`src/rtl/abs_twos_pipe.sv`:
```
// abs_twos_pipe: two-stage, multi-channel converter between sign-magnitude
// and two's complement, with valid/ready handshakes on both sides.
//   in_mode = 0 : sign-magnitude -> two's complement (SM2C)
//   in_mode = 1 : two's complement -> sign-magnitude (2C2SM)
// Stage 1 registers the raw beat plus the conditional one's complement.
// Stage 2 adds the +1, then registers the result, sign and overflow.
// Optional feature macro: ABS_TWOS_STATS_EN (saturating beat/overflow counters).
module abs_twos_pipe #(
  parameter int unsigned N  = 5,
  parameter int unsigned CH = 2
) (
  input  logic              clk,
  input  logic              rst,
  input  logic              in_valid,
  output logic              in_ready,
  input  logic              in_mode,
  input  logic [CH*N-1:0]   in_data,
  input  logic [CH-1:0]     in_sign,
  output logic              out_valid,
  input  logic              out_ready,
  output logic [CH*N-1:0]   out_data,
  output logic [CH-1:0]     out_sign,
  output logic [CH-1:0]     out_ovf
`ifdef ABS_TWOS_STATS_EN
  ,
  input  logic              stats_clr,
  output logic [15:0]       cnt_beats,
  output logic [15:0]       cnt_ovf
`endif
);

  localparam int unsigned DW = CH * N;

  // Stage 1 state
  logic          s1_valid_q, s1_valid_d;
  logic          s1_mode_q,  s1_mode_d;
  logic [CH-1:0] s1_inv_q,   s1_inv_d;
  logic [DW-1:0] s1_raw_q,   s1_raw_d;
  logic [DW-1:0] s1_x_q,     s1_x_d;

  // Stage 2 (output) state
  logic          s2_valid_q, s2_valid_d;
  logic [DW-1:0] out_data_q, out_data_d;
  logic [CH-1:0] out_sign_q, out_sign_d;
  logic [CH-1:0] out_ovf_q,  out_ovf_d;

  logic s2_adv;

  // Handshake: stage 2 moves when empty or drained; stage 1 accepts when it can pass on
  assign s2_adv   = !s2_valid_q || out_ready;
  assign in_ready = !s1_valid_q || s2_adv;

  assign out_valid = s2_valid_q;
  assign out_data  = out_data_q;
  assign out_sign  = out_sign_q;
  assign out_ovf   = out_ovf_q;

  // Stage 1 next state: capture beat and invert channels that need negating
  always_comb begin
    s1_valid_d = s1_valid_q;
    s1_mode_d  = s1_mode_q;
    s1_inv_d   = s1_inv_q;
    s1_raw_d   = s1_raw_q;
    s1_x_d     = s1_x_q;
    if (in_ready) begin
      s1_valid_d = in_valid;
    end
    if (in_valid && in_ready) begin
      s1_mode_d = in_mode;
      s1_raw_d  = in_data;
      for (int k = 0; k < int'(CH); k++) begin
        // SM2C negates when the sign input is set; 2C2SM negates negative values
        s1_inv_d[k]        = in_mode ? in_data[k*N + N - 1] : in_sign[k];
        s1_x_d[k*N +: N]   = in_data[k*N +: N] ^ {N{s1_inv_d[k]}};
      end
    end
  end

  // Stage 2 next state: finish the negation and derive sign/overflow per channel
  always_comb begin
    logic [N-1:0] raw_k;
    logic [N-1:0] sum_k;
    raw_k      = '0;
    sum_k      = '0;
    s2_valid_d = s2_valid_q;
    out_data_d = out_data_q;
    out_sign_d = out_sign_q;
    out_ovf_d  = out_ovf_q;
    if (s2_adv) begin
      s2_valid_d = s1_valid_q;
    end
    if (s2_adv && s1_valid_q) begin
      for (int k = 0; k < int'(CH); k++) begin
        raw_k = s1_raw_q[k*N +: N];
        sum_k = s1_x_q[k*N +: N] + N'(s1_inv_q[k]);
        out_data_d[k*N +: N] = sum_k;
        if (s1_mode_q) begin
          out_sign_d[k] = raw_k[N-1];
          out_ovf_d[k]  = 1'b0;
        end else begin
          out_sign_d[k] = sum_k[N-1];
          // Positive magnitudes reaching 2^(N-1), or negative ones beyond it, do not fit
          out_ovf_d[k]  = s1_inv_q[k] ? (raw_k[N-1] && (|raw_k[N-2:0])) : raw_k[N-1];
        end
      end
    end
  end

  // Pipeline registers with synchronous reset
  always_ff @(posedge clk) begin
    if (rst) begin
      s1_valid_q <= 1'b0;
      s1_mode_q  <= 1'b0;
      s1_inv_q   <= '0;
      s1_raw_q   <= '0;
      s1_x_q     <= '0;
      s2_valid_q <= 1'b0;
      out_data_q <= '0;
      out_sign_q <= '0;
      out_ovf_q  <= '0;
    end else begin
      s1_valid_q <= s1_valid_d;
      s1_mode_q  <= s1_mode_d;
      s1_inv_q   <= s1_inv_d;
      s1_raw_q   <= s1_raw_d;
      s1_x_q     <= s1_x_d;
      s2_valid_q <= s2_valid_d;
      out_data_q <= out_data_d;
      out_sign_q <= out_sign_d;
      out_ovf_q  <= out_ovf_d;
    end
  end

`ifdef ABS_TWOS_STATS_EN
  logic [15:0] cnt_beats_q, cnt_beats_d;
  logic [15:0] cnt_ovf_q,   cnt_ovf_d;
  logic        out_fire;

  assign out_fire  = s2_valid_q && out_ready;
  assign cnt_beats = cnt_beats_q;
  assign cnt_ovf   = cnt_ovf_q;

  // Saturating counters of emitted beats and of emitted beats with any overflow
  always_comb begin
    cnt_beats_d = cnt_beats_q;
    cnt_ovf_d   = cnt_ovf_q;
    if (stats_clr) begin
      cnt_beats_d = '0;
      cnt_ovf_d   = '0;
    end else if (out_fire) begin
      if (cnt_beats_q != 16'hFFFF) begin
        cnt_beats_d = cnt_beats_q + 16'd1;
      end
      if ((|out_ovf_q) && (cnt_ovf_q != 16'hFFFF)) begin
        cnt_ovf_d = cnt_ovf_q + 16'd1;
      end
    end
  end

  // Counter registers
  always_ff @(posedge clk) begin
    if (rst) begin
      cnt_beats_q <= '0;
      cnt_ovf_q   <= '0;
    end else begin
      cnt_beats_q <= cnt_beats_d;
      cnt_ovf_q   <= cnt_ovf_d;
    end
  end
`endif

endmodule

```
`config.mk`:
```
export PLATFORM = sky130hd
export DESIGN_NAME = abs_twos_pipe
export DESIGN_NICKNAME = d
export VERILOG_FILES = /design/src/rtl/abs_twos_pipe.sv
export SDC_FILE = /design/constraint.sdc
export NUM_CORES = 1
export LEC_CHECK = 0
export CAP_MARGIN = 20
export CORE_ASPECT_RATIO = 1.75
export CORE_UTILIZATION = 45
export DETAILED_ROUTE_END_ITERATION = 7
export PLACE_DENSITY = 0.84
export SYNTH_ARGS = -nofsm -noshare
export SYNTH_HDL_FRONTEND = slang
export SYNTH_SLANG_ARGS = --single-unit
```
`constraint.sdc`:
```
create_clock -name clk -period 1.4 [get_ports clk]
set_clock_uncertainty 0.1 [all_clocks]
set_input_delay 0.28 -clock clk [delete_from_list [all_inputs] [get_ports clk]]
set_output_delay 0.28 -clock clk [all_outputs]
set_load 0.005 [all_outputs]
```
==> results of run 1 <==
==> cells by family after synthesis <==
family          after synthesis  synth area share (%)
compound gates               39                  13.0
xor+xnor                     16                  8.47
fa+ha+maj                     4                  3.03
buf+inv                      13                  4.16
flops                        39                  47.2
mux                           2                  2.19
simple gates                 84                  21.9
==> path summary, 6_finish.rpt <==
check                           depth (start not counted)  slack (ns)                        to                      from
worst max-delay path                                    6        0.02  out_data[8]$_SDFFE_PP0P_  s1_inv_q[1]$_SDFFE_PP0P_
worst max register to register                          6        0.02  out_data[8]$_SDFFE_PP0P_  s1_inv_q[1]$_SDFFE_PP0P_
worst min register to register                          2        0.35   out_ovf[0]$_SDFFE_PP0P_   out_ovf[0]$_SDFFE_PP0P_
worst min-delay path                                    2        0.35   out_ovf[0]$_SDFFE_PP0P_   out_ovf[0]$_SDFFE_PP0P_
==> final cells by class <==
class / count / area (µm²) / share of cell area [%]
clock buffer: 6 / 82.6 / 3.54
clock inverter: 1 / 5.00 / 0.215
inverter: 2 / 7.51 / 0.322
multi-input combinational: 147 / 927 / 39.8
sequential: 39 / 796 / 34.1
tap: 45 / 56.3 / 2.41
timing repair buffer: 47 / 458 / 19.6
==> metrics by stage <==
step | std cells | total power [W] | hold WS, ns
floorplan | 197 | 0.00145 | 0.309
global placement | 275 | 0.00161 | 0.338
detailed placement | 275 | 0.00162 | 0.343
CTS | 285 | 0.00237 | 0.352
global route | 287 | 0.00252 | 0.370
finish | 287 | 0.00240 | 0.350
==> routing by layer <==
metal  vias to the layer above  part of all wire, %  GRT usage (%)
li1                        744                    -              -
met1                       692                   39           21.7
met2                        48                   54           35.4
met3                        11                  4.4           5.87
met4                         0                  2.7           7.50
met5                         -                    0              0
==> cell usage after synthesis (all sizes together) <==
| library cell | number | area (µm²) |
|---|---|---|
| a211oi | 6 | 45.0 |
| a21oi | 31 | 155 |
| and2 | 2 | 15.0 |
| buf | 6 | 42.5 |
| clkbuf | 5 | 18.8 |
| dfxtp | 39 | 781 |
| ha | 4 | 50.1 |
| inv | 2 | 7.51 |
| mux2i | 2 | 36.3 |
| nand2 | 57 | 214 |
| nand2b | 3 | 18.8 |
| nand3 | 4 | 20.0 |
| nand3b | 2 | 18.8 |
| nand4b | 2 | 17.5 |
| nor2 | 10 | 37.5 |
| nor3 | 3 | 15.0 |
| nor4 | 1 | 6.26 |
| o211ai | 2 | 15.0 |
| xnor2 | 14 | 123 |
| xor2 | 2 | 17.5 |
==> sequential cells by signal, indices dropped and copies added (netlist names) <==
register,flops
out_valid,1
out_data,10
s1_valid_q,1
s1_x_q,10
s1_raw_q,10
s1_inv_q,2
s1_mode_q,1
out_sign,2
out_ovf,2
==> timing repair <==
item / in CTS / in global routing
endpoints found under the setup margin: 32 / 27
pin swaps: 4 / 9
cloned: 1 / 1
buffers inserted: 2 / 1
gates resized for setup: 38 / 12
==> worst max-delay path, delay by kind of cell, from the launching register on <==
family,cells,cell delay [ns]
flops,1,0.36
buf+inv,2,0.25
xor+xnor,1,0.20
fa+ha+maj,1,0.17
simple gates,1,0.10
compound gates,1,0.09
==> report_power, final <==
part / switching, W / internal [W]
sequential: 0.0000574 / 0.00118
combinational: 0.000182 / 0.000217
clock: 0.000375 / 0.000386
total: 0.000614 / 0.00178
==> summary.txt, run 1 <==
Clocking
  – TritonCTS clock tree: done
  – Post-CTS Hold Fix Bufs: 0
  – CTS Buf Count: 5
  – Clk root buf: clkbuf_8
  – Max Root-Sink Buffers: 2
  – Worst-Skew Late Latency: 0.30 ns
  – H-tree level count: 2
  – CTS sink count: 39
  – Worst-path clk slew: 0.08 ns

Placement
  – Placed cell area: roughly 0.0021 mm²
  – Global placement routability congestion: 0.788
  – Final HPWL DP: roughly 2.2 mm
  – PortBufs: 32
  – Place WS: -0.408 ns

Critical path
  – Setup CP Type: reg -> reg
  – Slowest-stage cell, CP: dfxtp_4
  – Startpoint type of the worst setup path: register
  – Largest fanout on the critical path: 2
  – Crit path top cell by count: buf_4
  – Largest stage delay, worst path: 0.36 ns
  – Cell-by-cell trace of the critical path: ha_4, buf_4, buf_4, nand3_1, xor2_1, a211oi_2
  – Crit path DAT: between 1 and 1.5 ns
  – Setup crit end kind: register
  – Critical Path RT: 1.48 ns

Global route
  – Largest net degree at the start of global routing: 40
  – Initial antenna violation count: 0
  – GRT Total Usage: 20.2%
  – First-pass GRT wire length: roughly 5.6 mm
  – Vias in the first global route: approximately 1,300
  – Congestion Overflow GR: 0

STA
  – RSZ-0062 raised after global routing: true
  – Fmax: between 0.7 and 0.8 GHz
  – Hold Fails Final Rpt: 0
  – Total negative slack: 0 ns
  – Max-slew violations: 0
  – Least-Margin Pin Slew: 0.292 ns
  – Setup-failing EPs final: 0
  – Worst setup margin: approximately 0.023 ns
  – Final period utilization: 98.3%
  – Slew HR: approximately 80%
  – Final min period: 1.38 ns

Final layout
  – Most common cell after layout, fill and taps aside: nand2_1
  – Layout cells sized above 1: a little over a fifth
  – Filler cells: 291
  – Design Area, Final: 0.00233 mm²
  – Ant diodes: 0
  – Layout net count: 263
  – Synth-to-layout area growth: 41.0%
  – Most frequent cells in the layout: 56 x nand2_1, 29 x a21oi_1, 29 x dfxtp_1
  – Post-layout util: 67.9%

Synth
  – Syn nets: 218
  – Synth Register Bits: 39
  – Syn Area/Cell: ~8.4 µm²
  – Sequential area share after synthesis: 47.2%
  – Cell Area, Synth: 0.00165 mm²
  – Netlist cell types: 24
  – Syn Inst Count: around 200
  – Synth warn: 0

Detailed routing
  – Via Count: 1,495
  – Via/cell ratio: approximately 5.2
  – Wirelength per Cell: 12.8 µm
  – Drt pass-1 iters: 4
  – Iter 0 DRT Violations: 54
  – Antenna Nets Post-Route: 0
  – DRC violations left: 0
  – Detailed-route wire length: 3.66 mm

Die
  – Die span in x: 47.8 µm
  – Die height: 82.2 µm
  – Row count: 28
  – CORE AREA: 0.00343 mm²
  – Ports: 33
  – Starting Density: 48.2%
  – Full die area: 0.00393 mm²

Power and ir drop
  – PwrDens: 1030 mW/mm²
  – Pleak: 0.942 nW
  – Max VDD drop: 0.962 mV

Min path
  – Worst Hold Class: reg -> reg

Status
  – Status: finished, final reports clean

Flow run
  – Max-cap violations: 0
(Power assumes the default switching activity.)
==> run 2, diff against run 1 <==
Settings changed: CORE_MARGIN from default to 5.
==> summary.txt, run 2 (synthesis results as in run 1) <==
STA
  – Hold Fails Final Rpt: 0 (unchanged)
  – Fmax: 0.690 GHz (was 0.726 GHz)
  – Worst setup margin: -0.0483 ns (was 0.0231 ns)
  – Slew HR: 78.2% (was 80.1%)
  – Least-Margin Pin Slew: 0.320 ns (was 0.292 ns)
  – Final min period: 1.45 ns (was 1.38 ns)
  – Max-slew violations: 0 (unchanged)
  – Setup-failing EPs final: 1 (was 0)
  – Final period utilization: 103% (was 98.3%)
  – Worst hold slack: 0.352 ns (was 0.350 ns)
  – RSZ-0062 raised after global routing: true (unchanged)

Global route
  – GRT Total Usage: 15.9% (was 20.2%)
  – Congestion Overflow GR: 0 (unchanged)
  – Largest net degree at the start of global routing: 40 (unchanged)
  – Initial antenna violation count: 0 (unchanged)
  – Vias in the first global route: 1,416 (was 1,301)
  – First-pass GRT wire length: 6.27 mm (was 5.62 mm)

Critical path
  – Crit path buffers/inverters: 0 (was 2)
  – Largest fanout on the critical path: 2 (unchanged)
  – Critical Path RT: 1.48 ns (about the same)
  – Setup CP Type: reg -> reg (unchanged)
  – Setup crit end kind: register (unchanged)
  – Largest stage delay, worst path: 0.36 ns (about the same)
  – Cell-by-cell trace of the critical path: ha_4, ha_4, nand3_4, xnor2_4, o211ai_1, a21oi_1 (was ha_4, buf_4, buf_4, nand3_1, xor2_1, a211oi_2)
  – Slowest-stage cell, CP: dfxtp_2 (was dfxtp_4)
  – Crit path DAT: 1.53 ns (was 1.46 ns)
  – Crit path top cell by count: ha_4 (was buf_4)
  – R2r setup slk: -0.05 ns (was 0.02 ns)
  – Delay-heaviest family, CP: flip-flops (unchanged)
  – Startpoint type of the worst setup path: register (unchanged)

Die
  – CORE AREA: 0.00359 mm² (was 0.00343 mm²)
  – Die height: 90.2 µm (was 82.2 µm)
  – Full die area: 0.00504 mm² (was 0.00393 mm²)
  – Row count: 29 (was 28)
  – Die span in x: 55.8 µm (was 47.8 µm)
  – Starting Density: 46.0% (was 48.2%)
  – Ports: 33 (unchanged)

Placement
  – PortBufs: 32 (unchanged)
  – Global placement routability congestion: 0.757 (was 0.788)
  – Final HPWL DP: 2.38 mm (was 2.21 mm)
  – Dpl cells: 276 (was 275)

Detailed routing
  – DRC violations left: 0 (unchanged)
  – Antenna Nets Post-Route: 0 (unchanged)
  – Via Count: 1,504 (was 1,495)
  – Drt pass-1 iters: 4 (unchanged)
  – Detailed-route wire length: 4.21 mm (was 3.66 mm)
  – Wirelength per Cell: 14.6 µm (was 12.8 µm)
  – Via/cell ratio: 5.20 (was 5.21)
  – Iter 0 DRT Violations: 34 (was 54)

Clocking
  – H-tree level count: 2 (unchanged)
  – Worst-path clk slew: 0.08 ns (about the same)
  – CTS Buf Count: 5 (unchanged)
  – Max Root-Sink Buffers: 2 (unchanged)
  – TritonCTS clock tree: done (unchanged)
  – Clk root buf: clkbuf_8 (unchanged)
  – CTS sink count: 39 (unchanged)
  – Worst-Skew Late Latency: 0.30 ns (about the same)
  – Post-CTS Hold Fix Bufs: 0 (unchanged)

Power and ir drop
  – PwrDens: 1010 mW/mm² (was 1030 mW/mm²)
  – P_int: 0.00176 W (was 0.00178 W)
  – Clock power share: 30.8% (was 31.7%)
  – Psw: 0.000641 W (was 0.000614 W)
  – Max VDD drop: 0.714 mV (was 0.962 mV)
  – Reg power frac: 51.8% (was 51.7%)
  – Pleak: 0.951 nW (was 0.942 nW)
  – Sw frac: 26.8% (was 25.6%)
  – Gate power share: 17.3% (was 16.6%)

Flow run
  – Max-cap violations: 0 (unchanged)

Final layout
  – Most frequent cells in the layout: 56 x nand2_1, 34 x dfxtp_1, 27 x a21oi_1 (was 56 x nand2_1, 29 x a21oi_1, 29 x dfxtp_1)
  – Synth-to-layout area growth: 43.2% (was 41.0%)
  – Register area: 787 µm² (was 796 µm²)
  – Layout cells sized above 1: 19.8% (was 21.5%)
  – Final std cells w/o fill: 289 (was 287)
  – Most common cell after layout, fill and taps aside: nand2_1 (unchanged)
  – Ant diodes: 0 (unchanged)
  – Area of the multi-input gates: 961 µm² (was 927 µm²)
  – Layout net count: 263 (unchanged)
  – Filler cells: 285 (was 291)

Status
  – Failing checks: negative setup slack
  – Status: complete, but fails checks (was finished, final reports clean)

Min path
  – Worst Hold Class: reg -> reg (unchanged)
[run 2: stage by stage]
stage	cell area, µm²	util, %	TNS, ns	setup WS, ns	power [W]
final	2370	65.9	-0.0483	-0.0483	0.00240
after global routing	2370	65.9	-0.229	-0.0992	0.00250
after CTS	2280	63.5	-0.957	-0.109	0.00237
after detailed placement	2110	58.8	-11.26	-0.422	0.00163
after global placement	2110	58.8	-10.08	-0.386	0.00162
after floorplan	1650	-	0	0.0593	0.00145
[run 2: cell type report]
| cell class | count | share of cell area, % |
|---|---|---|
| timing repair buffer | 46 | 20.0 |
| clock inverter | 1 | 0.211 |
| tap | 46 | 2.43 |
| clock buffer | 7 | 3.22 |
| sequential | 39 | 33.2 |
| multi-input combinational | 148 | 40.6 |
| inverter | 2 | 0.317 |
[run 2: worst register-to-register path, stage by stage (launching register included)]
cell      delay [ns]
dfxtp_2         0.36
ha_4            0.15
ha_4            0.14
nand3_4         0.11
xnor2_4         0.17
o211ai_1        0.21
a21oi_1         0.09
[run 2: path summary, 6_finish.rpt]
| check | from | endpoint | depth (start not counted) |
|---|---|---|---|
| setup reg to reg | s1_x_q[5]$_SDFFE_PP0P_ | out_sign[1]$_SDFFE_PP0P_ | 6 |
| hold reg to reg | out_sign[1]$_SDFFE_PP0P_ | out_sign[1]$_SDFFE_PP0P_ | 2 |
| hold / removal | out_sign[1]$_SDFFE_PP0P_ | out_sign[1]$_SDFFE_PP0P_ | 2 |
| setup / recovery | s1_x_q[5]$_SDFFE_PP0P_ | out_sign[1]$_SDFFE_PP0P_ | 6 |
[run 2: per-layer routing]
| layer | vias up | GRT usage, % | share of wire, % |
|---|---|---|---|
| met4 | 0 | 8.12 | 2.7 |
| met1 | 708 | 14.5 | 37 |
| li1 | 741 | - | - |
| met5 | - | 0 | 0 |
| met3 | 11 | 4.15 | 5.1 |
| met2 | 44 | 30.7 | 55 |
[run 2: what timing repair did]
item,CTS,global route
setup buffers,1,0
setup endpoints to repair,32,28
gates cloned,2,2
pin swaps,4,5
gates resized for setup,33,17
[run 2: power groups by stage]
stage	registers, W	clock network (W)	logic (W)
2_1_floorplan	0.00124	0	0.000206
6_report	0.00124	0.000739	0.000415
5_1_grt	0.00125	0.000791	0.000456
3_3_place_gp	0.00125	0	0.000369
4_1_cts	0.00123	0.000745	0.000389
3_5_place_dp	0.00125	0	0.000376
